File: config.mk
export PLATFORM = sky130hd
export DESIGN_NAME = mem_arbiter
export DESIGN_NICKNAME = d
export VERILOG_FILES = /design/src/rtl/mem_arbiter.sv
export SDC_FILE = /design/constraint.sdc
export NUM_CORES = 1
export LEC_CHECK = 0
export BUFFER_PORTS_ARGS = -buffer_cell sky130_fd_sc_hd__buf_2
export CAP_MARGIN = 20
export CORE_MARGIN = 5
export CORE_UTILIZATION = 44
export CTS_BUF_LIST = sky130_fd_sc_hd__clkbuf_8
export DETAILED_ROUTE_END_ITERATION = 6
export PLACE_DENSITY = 0.83
export SYNTH_ARGS = -nofsm -noshare
export SYNTH_HDL_FRONTEND = slang
export SYNTH_SLANG_ARGS = --single-unit
File: constraint.sdc
create_clock -name clk -period 4.4 [get_ports clk]
set_input_delay 0.44 -clock clk [delete_from_list [all_inputs] [get_ports clk]]
set_output_delay 0.44 -clock clk [all_outputs]
set_load 0.01 [all_outputs]
File: src/rtl/mem_arbiter.sv
// -----------------------------------------------------------------------------
// mem_arbiter
//
// Shares one single-port synchronous RAM between two requesters: the CPU data
// port and a loader/DMA port. Each access takes three cycles:
//   IDLE     -> arbitration; the winner's wr/addr/wdata are captured
//   ACC_x    -> RAM command is presented (mem_en=1) for exactly one cycle
//   RESP_x   -> x_ack pulses; on a read x_rdata takes mem_rdata
// The loser of a tie waits with its request held. Its inputs are not looked at
// until it wins. A request that drops before it is granted disappears without
// touching memory.
//
// Configuration macro:
//   MEM_ARB_RR_EN  defined   -> round-robin on ties. The requester not granted
//                               last wins. After reset the CPU wins the first tie.
//                  undefined -> fixed priority, CPU over DMA; no last-grant state.
//
// Ports
//   clk                      sole clock, rising edge
//   reset                    synchronous, active-low reset
//   cpu_req/cpu_wr           CPU request (held until cpu_ack) and direction
//   cpu_addr/cpu_wdata       CPU address and write data
//   cpu_rdata                CPU read data, valid in the ack cycle, then held
//   cpu_ack                  one-cycle completion pulse for the CPU
//   cpu_stall                cpu_req & ~cpu_ack (combinational)
//   dma_*                    same meaning for the loader/DMA requester
//   mem_en/mem_we            registered RAM enable and write-enable
//   mem_addr/mem_wdata       registered RAM address and write data
//   mem_rdata                RAM read data, valid one cycle after mem_en
// -----------------------------------------------------------------------------
module mem_arbiter (
    input  logic        clk,
    input  logic        reset,

    input  logic        cpu_req,
    input  logic        cpu_wr,
    input  logic [15:0] cpu_addr,
    input  logic [15:0] cpu_wdata,
    output logic [15:0] cpu_rdata,
    output logic        cpu_ack,
    output logic        cpu_stall,

    input  logic        dma_req,
    input  logic        dma_wr,
    input  logic [15:0] dma_addr,
    input  logic [15:0] dma_wdata,
    output logic [15:0] dma_rdata,
    output logic        dma_ack,

    output logic        mem_en,
    output logic        mem_we,
    output logic [15:0] mem_addr,
    output logic [15:0] mem_wdata,
    input  logic [15:0] mem_rdata
);

    typedef enum logic [2:0] {
        IDLE     = 3'd0,
        ACC_CPU  = 3'd1,
        ACC_DMA  = 3'd2,
        RESP_CPU = 3'd3,
        RESP_DMA = 3'd4
    } state_e;

    state_e      state_q,     state_d;
    logic        mem_en_q,    mem_en_d;
    logic        mem_we_q,    mem_we_d;
    logic [15:0] mem_addr_q,  mem_addr_d;
    logic [15:0] mem_wdata_q, mem_wdata_d;
    logic        op_wr_q,     op_wr_d;     // direction of the access in flight
    logic        cpu_ack_q,   cpu_ack_d;
    logic        dma_ack_q,   dma_ack_d;
    logic [15:0] cpu_rdata_q, cpu_rdata_d;
    logic [15:0] dma_rdata_q, dma_rdata_d;

    logic        grant_cpu;
    logic        grant_dma;

    // -------------------------------------------------------------------------
    // Arbitration. Only evaluated by the FSM in IDLE.
    // -------------------------------------------------------------------------
`ifdef MEM_ARB_RR_EN
    logic last_grant_dma_q, last_grant_dma_d;   // 1: DMA was granted last

    always_comb begin
        // On a tie, the CPU wins only if the DMA had the previous grant.
        grant_cpu = cpu_req & (~dma_req | last_grant_dma_q);
        grant_dma = dma_req & ~grant_cpu;
    end

    always_comb begin
        last_grant_dma_d = last_grant_dma_q;
        if (state_q == IDLE) begin
            if (grant_cpu) begin
                last_grant_dma_d = 1'b0;
            end else if (grant_dma) begin
                last_grant_dma_d = 1'b1;
            end
        end
    end
`else
    always_comb begin
        grant_cpu = cpu_req;
        grant_dma = dma_req & ~cpu_req;
    end
`endif

    // -------------------------------------------------------------------------
    // Next-state and next-output logic.
    // NOTE: every signal gets a default before the case statement. A path that
    // leaves a signal unassigned in always_comb would infer a latch.
    // -------------------------------------------------------------------------
    always_comb begin
        state_d     = state_q;
        mem_en_d    = 1'b0;
        mem_we_d    = 1'b0;
        mem_addr_d  = mem_addr_q;
        mem_wdata_d = mem_wdata_q;
        op_wr_d     = op_wr_q;
        cpu_ack_d   = 1'b0;
        dma_ack_d   = 1'b0;

        unique case (state_q)
            IDLE: begin
                // The command registers double as the request latches. They
                // load on the transition into ACC_x, so mem_en appears one
                // cycle after the request is sampled.
                if (grant_cpu) begin
                    state_d     = ACC_CPU;
                    mem_en_d    = 1'b1;
                    mem_we_d    = cpu_wr;
                    mem_addr_d  = cpu_addr;
                    mem_wdata_d = cpu_wdata;
                    op_wr_d     = cpu_wr;
                end else if (grant_dma) begin
                    state_d     = ACC_DMA;
                    mem_en_d    = 1'b1;
                    mem_we_d    = dma_wr;
                    mem_addr_d  = dma_addr;
                    mem_wdata_d = dma_wdata;
                    op_wr_d     = dma_wr;
                end
            end
            ACC_CPU: begin
                state_d   = RESP_CPU;
                cpu_ack_d = 1'b1;
            end
            ACC_DMA: begin
                state_d   = RESP_DMA;
                dma_ack_d = 1'b1;
            end
            RESP_CPU,
            RESP_DMA: begin
                state_d = IDLE;
            end
            default: begin
                state_d = IDLE;
            end
        endcase
    end

    // The RAM returns read data in the RESP cycle, which is also the ack cycle.
    // Pass it straight through while responding to a read. Otherwise show the
    // held copy from the last completed read.
    always_comb begin
        cpu_rdata_d = cpu_rdata_q;
        dma_rdata_d = dma_rdata_q;
        if (state_q == RESP_CPU && !op_wr_q) begin
            cpu_rdata_d = mem_rdata;
        end
        if (state_q == RESP_DMA && !op_wr_q) begin
            dma_rdata_d = mem_rdata;
        end
    end

    // -------------------------------------------------------------------------
    // State registers.
    // NOTE: non-blocking assignments here, so every flop samples the values
    // from before the edge no matter what order the statements are in.
    // -------------------------------------------------------------------------
    always_ff @(posedge clk) begin
        if (!reset) begin
            // Reset abandons any access in flight. No ack is issued, and
            // mem_en is low from the next cycle on.
            state_q     <= IDLE;
            mem_en_q    <= 1'b0;
            mem_we_q    <= 1'b0;
            mem_addr_q  <= 16'h0000;
            mem_wdata_q <= 16'h0000;
            op_wr_q     <= 1'b0;
            cpu_ack_q   <= 1'b0;
            dma_ack_q   <= 1'b0;
            cpu_rdata_q <= 16'h0000;
            dma_rdata_q <= 16'h0000;
`ifdef MEM_ARB_RR_EN
            last_grant_dma_q <= 1'b1;   // CPU takes the first tie after reset
`endif
        end else begin
            state_q     <= state_d;
            mem_en_q    <= mem_en_d;
            mem_we_q    <= mem_we_d;
            mem_addr_q  <= mem_addr_d;
            mem_wdata_q <= mem_wdata_d;
            op_wr_q     <= op_wr_d;
            cpu_ack_q   <= cpu_ack_d;
            dma_ack_q   <= dma_ack_d;
            cpu_rdata_q <= cpu_rdata_d;
            dma_rdata_q <= dma_rdata_d;
`ifdef MEM_ARB_RR_EN
            last_grant_dma_q <= last_grant_dma_d;
`endif
        end
    end

    // -------------------------------------------------------------------------
    // Outputs
    // -------------------------------------------------------------------------
    assign mem_en    = mem_en_q;
    assign mem_we    = mem_we_q;
    assign mem_addr  = mem_addr_q;
    assign mem_wdata = mem_wdata_q;
    assign cpu_ack   = cpu_ack_q;
    assign dma_ack   = dma_ack_q;
    assign cpu_rdata = cpu_rdata_d;
    assign dma_rdata = dma_rdata_d;
    assign cpu_stall = cpu_req & ~cpu_ack_q;

endmodule

Word level (Yosys, flattened, before mapping)
Index checks and enable logic that the tools add are counted.
{"block": "totals", "output_inout_bits": 69, "input_bits": 86, "register_bits": 72, "word_cells": 43}
{"block": "classes", "n_mux": 17, "n_reduce_logical": 7, "n_bitwise": 4, "n_eq_ne": 5}
{"cell": "2-to-1 mux 16 bit", "n": 6}
{"cell": "case mux 3 bit (3 select lines)", "n": 1}
{"cell": "2-to-1 mux 1 bit", "n": 8}
{"cell": "equality test 3 x 2 -> 1 bit, second input constant", "n": 2}
{"cell": "2-to-1 mux 3 bit", "n": 2}
{"cell": "AND reduction 2 bit", "n": 2}
{"cell": "equality test 3 x 1 -> 1 bit, second input constant", "n": 1}
{"cell": "equality test 3 bit, second input constant", "n": 1}
{"cell": "logical NOT 3 bit", "n": 1}
{"cell": "!= test 3 bit, second input constant", "n": 1}
{"cell": "AND 1 bit", "n": 2}
{"cell": "logical AND 1 bit", "n": 2}
{"cell": "NOT 1 bit", "n": 2}
{"cell": "nonzero test 2 bit", "n": 1}
{"cell": "logical NOT 1 bit", "n": 1}

Logic depth before layout (Yosys ltp)
{"block": "depth", "ltp_word": 5, "ltp_mapped": 7, "mapped_depth_nobuf": 3}

Least setup slack after synthesis
Ideal clock, no wire load.
{"block": "synth_timing", "kind": "reg-to-output", "start": "reg state_q[0]", "end": "out dma_rdata[10]", "path_stages_with_launch": 4, "setup_slack_ns": 2.596, "arrival_ns": 1.364, "path_cell_list": "dfxtp_1 > nor4b_4 > buf_6 > mux2_4"}
{"block": "synth_between", "elab_chain_cells": 3}
{"element": "from (decl)", "line_no": "65", "source": "state_e state_q, state_d;"}
{"element": "from (signal assigned)", "line_no": "199", "source": "state_q <= state_d;"}
{"element": "equality test 3 bit", "line_no": "171", "source": "if (state_q == RESP_DMA && !op_wr_q) begin"}
{"element": "logical AND 1 bit", "line_no": "171"}
{"element": "2-to-1 mux 16 bit", "line_no": "171"}
{"element": "to (decl)", "line_no": "47", "source": "output logic [15:0] dma_rdata,"}
No other way between the ends.

Worst setup path after layout
{"block": "layout_timing", "start": "reg state_q[0]", "end": "out cpu_rdata[5]"}
{"block": "layout_between", "elab_chain_cells": 3}
{"element": "equality test 3 x 2 -> 1 bit", "line_no": "168", "source": "if (state_q == RESP_CPU && !op_wr_q) begin"}
{"element": "logical AND 1 bit", "line_no": "168"}
{"element": "2-to-1 mux 16 bit", "line_no": "168"}
{"element": "to (decl)", "line_no": "39", "source": "output logic [15:0] cpu_rdata,"}
No other way between the ends.

==> flow_summary.rst <==
.. list-table::
   :header-rows: 1

   * - Metric
     - Value
   * - Leading cell types by total area after synthesis
     - sky130_fd_sc_hd__dfxtp_1 (46%), sky130_fd_sc_hd__mux2i_1 (10%), sky130_fd_sc_hd__o211a_1 (10%)
   * - VDD IR-drop max
     - 0.176 mV
   * - List of cells traversed by the critical path
     - and4bb_1 -> mux2_2 -> buf_2
   * - Post-Synthesis Cells
     - around 280
   * - Clock Root Buffer
     - sky130_fd_sc_hd__clkbuf_8
   * - Delay-heaviest family, CP
     - simple AND/OR/NAND/NOR gates
   * - Final setup TNS
     - 0 ps
   * - Total number of clock tree sinks
     - slightly above 70
   * - Lkg Pwr
     - roughly 2.4 nW
   * - Pins over their slew limit
     - 0
   * - Area after DPL
     - slightly below 4000 sq um
   * - Die footprint
     - between 8000 and 9000 sq um
   * - RSZ-0062 raised after global routing
     - false
   * - Total DRC errors in the routed layout
     - 0
   * - Synth top area share
     - 0.457
   * - Weighted congestion reported at the end of routability-driven placement
     - between 0.7 and 0.8
   * - Die height
     - 94.7 um
   * - Post-CTS Resized
     - 0
   * - Number of antenna violations at the first check in global routing
     - 0
   * - Number of cells in the finished layout apart from fillers
     - roughly 520
   * - ANT cells
     - 0
   * - TritonCTS clock tree
     - done
   * - CTS Hold Bufs
     - 0
   * - Clock insertion delay at the later pin of the skew report
     - around 330 ps
   * - Path depth of the worst reg2reg path
     - 3
   * - Slowest cell delay on critical path
     - ~800 ps
   * - Port buffer count
     - approximately 150
   * - Actual slew at the worst max-slew pin
     - 1020 ps
   * - Layout cells sized above 1
     - 0.494
   * - Total standard cell area after synthesis
     - roughly 3200 sq um
   * - Net count after synthesis
     - 361
   * - Via count normalized by instance count
     - 4.99
   * - Number of buffers and inverters on the critical path
     - 1
   * - Register area
     - about 1400 sq um
   * - Crit path required time
     - around 4000 ps
   * - Vias
     - 2600
   * - Highest-count cells in the layout ignoring fill and taps
     - sky130_fd_sc_hd__buf_2 (154), sky130_fd_sc_hd__dfxtp_1 (72), sky130_fd_sc_hd__and2_1 (35)
   * - Cell count of the worst hold path
     - 3
   * - Routed WL
     - 7.74 mm
   * - Number of nets in the final layout
     - roughly 510
   * - Layout Area Growth over Synthesis
     - 33.3%
   * - Startpoint type of the worst setup path
     - flip-flop
   * - Max_cap viols
     - 0
   * - Layout Cell Area excl Fill
     - around 4200 sq um
   * - Average detailed-routed wire length per instance
     - 14.9 um
   * - Worst hold path class
     - in2reg
   * - Mean post-synth cell area
     - around 11 sq um
   * - Time the worst path needs with I/O delays and setup
     - 2710 ps
   * - ANT nets after route
     - 0
   * - Total setup buffers inserted after CTS
     - 0
   * - Number of unique standard cell types used by synthesis
     - 22
   * - Maximum number of pins on one net before global-route repair
     - 70
   * - Final setup fails
     - 0
   * - Starting density of the core
     - 0.459
   * - R2r setup slk
     - about 2300 ps
   * - Ratio of final minimum period to clock period
     - 0.615
   * - Max Fclk
     - 370 MHz
   * - Number of global-route vias before repair
     - roughly 2600
   * - Worst rel slew slack
     - 0.317
   * - HPWL after detailed placement
     - between 5 and 6 mm
   * - Area of the multi-input gates
     - ~1600 sq um
   * - Post-route clock skew
     - 11.1 ps
   * - Crit path kind
     - reg2out
   * - Cells after DPL
     - between 500 and 600
   * - Number of warnings reported in the yosys synthesis log
     - 0
   * - Arrival time of data at the critical path endpoint
     - between 2000 and 2500 ps
   * - Clock transition time at the flip-flop clock pins of the worst setup and hold paths
     - 80 ps
   * - CTS Buf Count
     - 9
   * - Residual overflow from global routing
     - 0
   * - Post-synth top area cell
     - sky130_fd_sc_hd__dfxtp_1
   * - Critical Path Stages
     - 3
   * - Layout fillers
     - ~600
   * - Final Hold Vio Count
     - 0
   * - Category of the worst setup path capture point
     - output port
   * - Number of DRC markers after the initial detailed-route iteration
     - 53
   * - Global Route Usage Sum
     - 0.168
   * - Pre-Repair DR Iteration Count
     - 4
   * - Pwr dens
     - 388 nW/um^2
   * - Maximum net fanout on the critical path
     - 16
   * - Portion of the post-synthesis area used by sequential elements
     - 0.457
   * - Boundary Pins
     - ~160
   * - Leading cell type in the layout, fill and taps excluded
     - sky130_fd_sc_hd__buf_2
   * - Cell with the largest stage delay on the worst path
     - sky130_fd_sc_hd__and4bb_1
   * - Buffer levels on the longest clock path
     - 2
   * - #FFs+latches synth
     - 72
   * - Core Area
     - ~7000 sq um
   * - Status
     - finished clean
   * - Die X-Extent
     - between 90 and 100 um
   * - Std cell rows
     - 30
   * - Number of levels in the clock H-tree
     - 3
   * - Wire length of the first global-routing pass
     - approximately 12 mm
[worst paths after layout]
kind / startpoint / end
min reg2reg: mem_wdata[14]$_SDFFE_PN0P_ / mem_wdata[14]$_SDFFE_PN0P_
max reg2reg: state_q[0]$_SDFFE_PN0P_ / cpu_rdata_q[6]$_SDFF_PN0_
max: state_q[0]$_SDFFE_PN0P_ / cpu_rdata[5]
min: cpu_wr / op_wr_q$_SDFFE_PN0P_
[final cells by class]
class / count / area share
clock buffers: 12 / 0.0393
repair buffers: 159 / 0.194
multi-input cells: 178 / 0.377
clock inverters: 4 / 0.0179
well taps: 96 / 0.0286
flip-flops and latches: 72 / 0.343
[logic make-up (layout without fill, tap and decap cells)]
kind of cell           count (synthesis)  after routing  share of synthesized area
AO/OA/AOI/OAI                         35             35                      0.109
buffers and inverters                 25            175                     0.0425
flip-flops                            72             72                      0.457
multiplexers                          65             65                      0.238
AND/OR/NAND/NOR                       78             78                      0.153
[cells in the mapped netlist]
cell                        number
sky130_fd_sc_hd__and2_1         35
sky130_fd_sc_hd__nor2b_1         2
sky130_fd_sc_hd__nor4bb_1        2
sky130_fd_sc_hd__nor3b_1         1
sky130_fd_sc_hd__or2_1           1
sky130_fd_sc_hd__o2bb2ai_1       1
sky130_fd_sc_hd__mux2_4         16
sky130_fd_sc_hd__and3_1          1
sky130_fd_sc_hd__mux2_2         17
sky130_fd_sc_hd__nor4b_4         1
sky130_fd_sc_hd__dfxtp_1        72
sky130_fd_sc_hd__o211a_1        32
sky130_fd_sc_hd__mux2i_1        32
sky130_fd_sc_hd__buf_6           4
sky130_fd_sc_hd__clkbuf_1       13
sky130_fd_sc_hd__nor3_2          1
sky130_fd_sc_hd__and4bb_1        1
sky130_fd_sc_hd__buf_2           7
sky130_fd_sc_hd__nand2_1         1
sky130_fd_sc_hd__o21a_1          2
sky130_fd_sc_hd__clkbuf_2        1
sky130_fd_sc_hd__nand3_1        32
[layer usage]
metal | vias up | track usage | routed length [um]
met5 | - | 0 | 0
li1 | 1276 | - | -
met2 | 121 | 0.277 | 3680
met1 | 1197 | 0.204 | 3200
met4 | 0 | 0.0721 | 91
met3 | 6 | 0.0502 | 774
[metrics by stage]
stage          hold slack, ps  worst slack [ps]   util  total power, W
2_1_floorplan             484              2600      -        0.000921
4_1_cts                   430              1650  0.612         0.00165
5_1_grt                   456              1530  0.612         0.00172
3_3_place_gp              476              2000  0.574         0.00103
3_5_place_dp              481              2010  0.577         0.00105
6_report                  448              1690  0.612         0.00163
[sequential cells by signal (all words and copies together), names as in the netlist]
signal	count
cpu_ack	1
cpu_rdata_q	16
dma_ack	1
dma_rdata_q	16
mem_addr	16
mem_en	1
mem_wdata	16
mem_we	1
op_wr_q	1
state_q	3
[worst min-delay path: cells and delay by family]
family	cells	cell delay [ps]
AO/OA/AOI/OAI	1	100
buffers and inverters	1	70
multiplexers	1	140
[report_power, final]
group          internal, W  switching, W  leakage (nW)  total, W
logic             0.000146      0.000149          1.66  0.000295
clock network     0.000366      0.000238         0.115  0.000604
registers         0.000703     0.0000291         0.590  0.000732
Power figures use the tool's default switching activity.
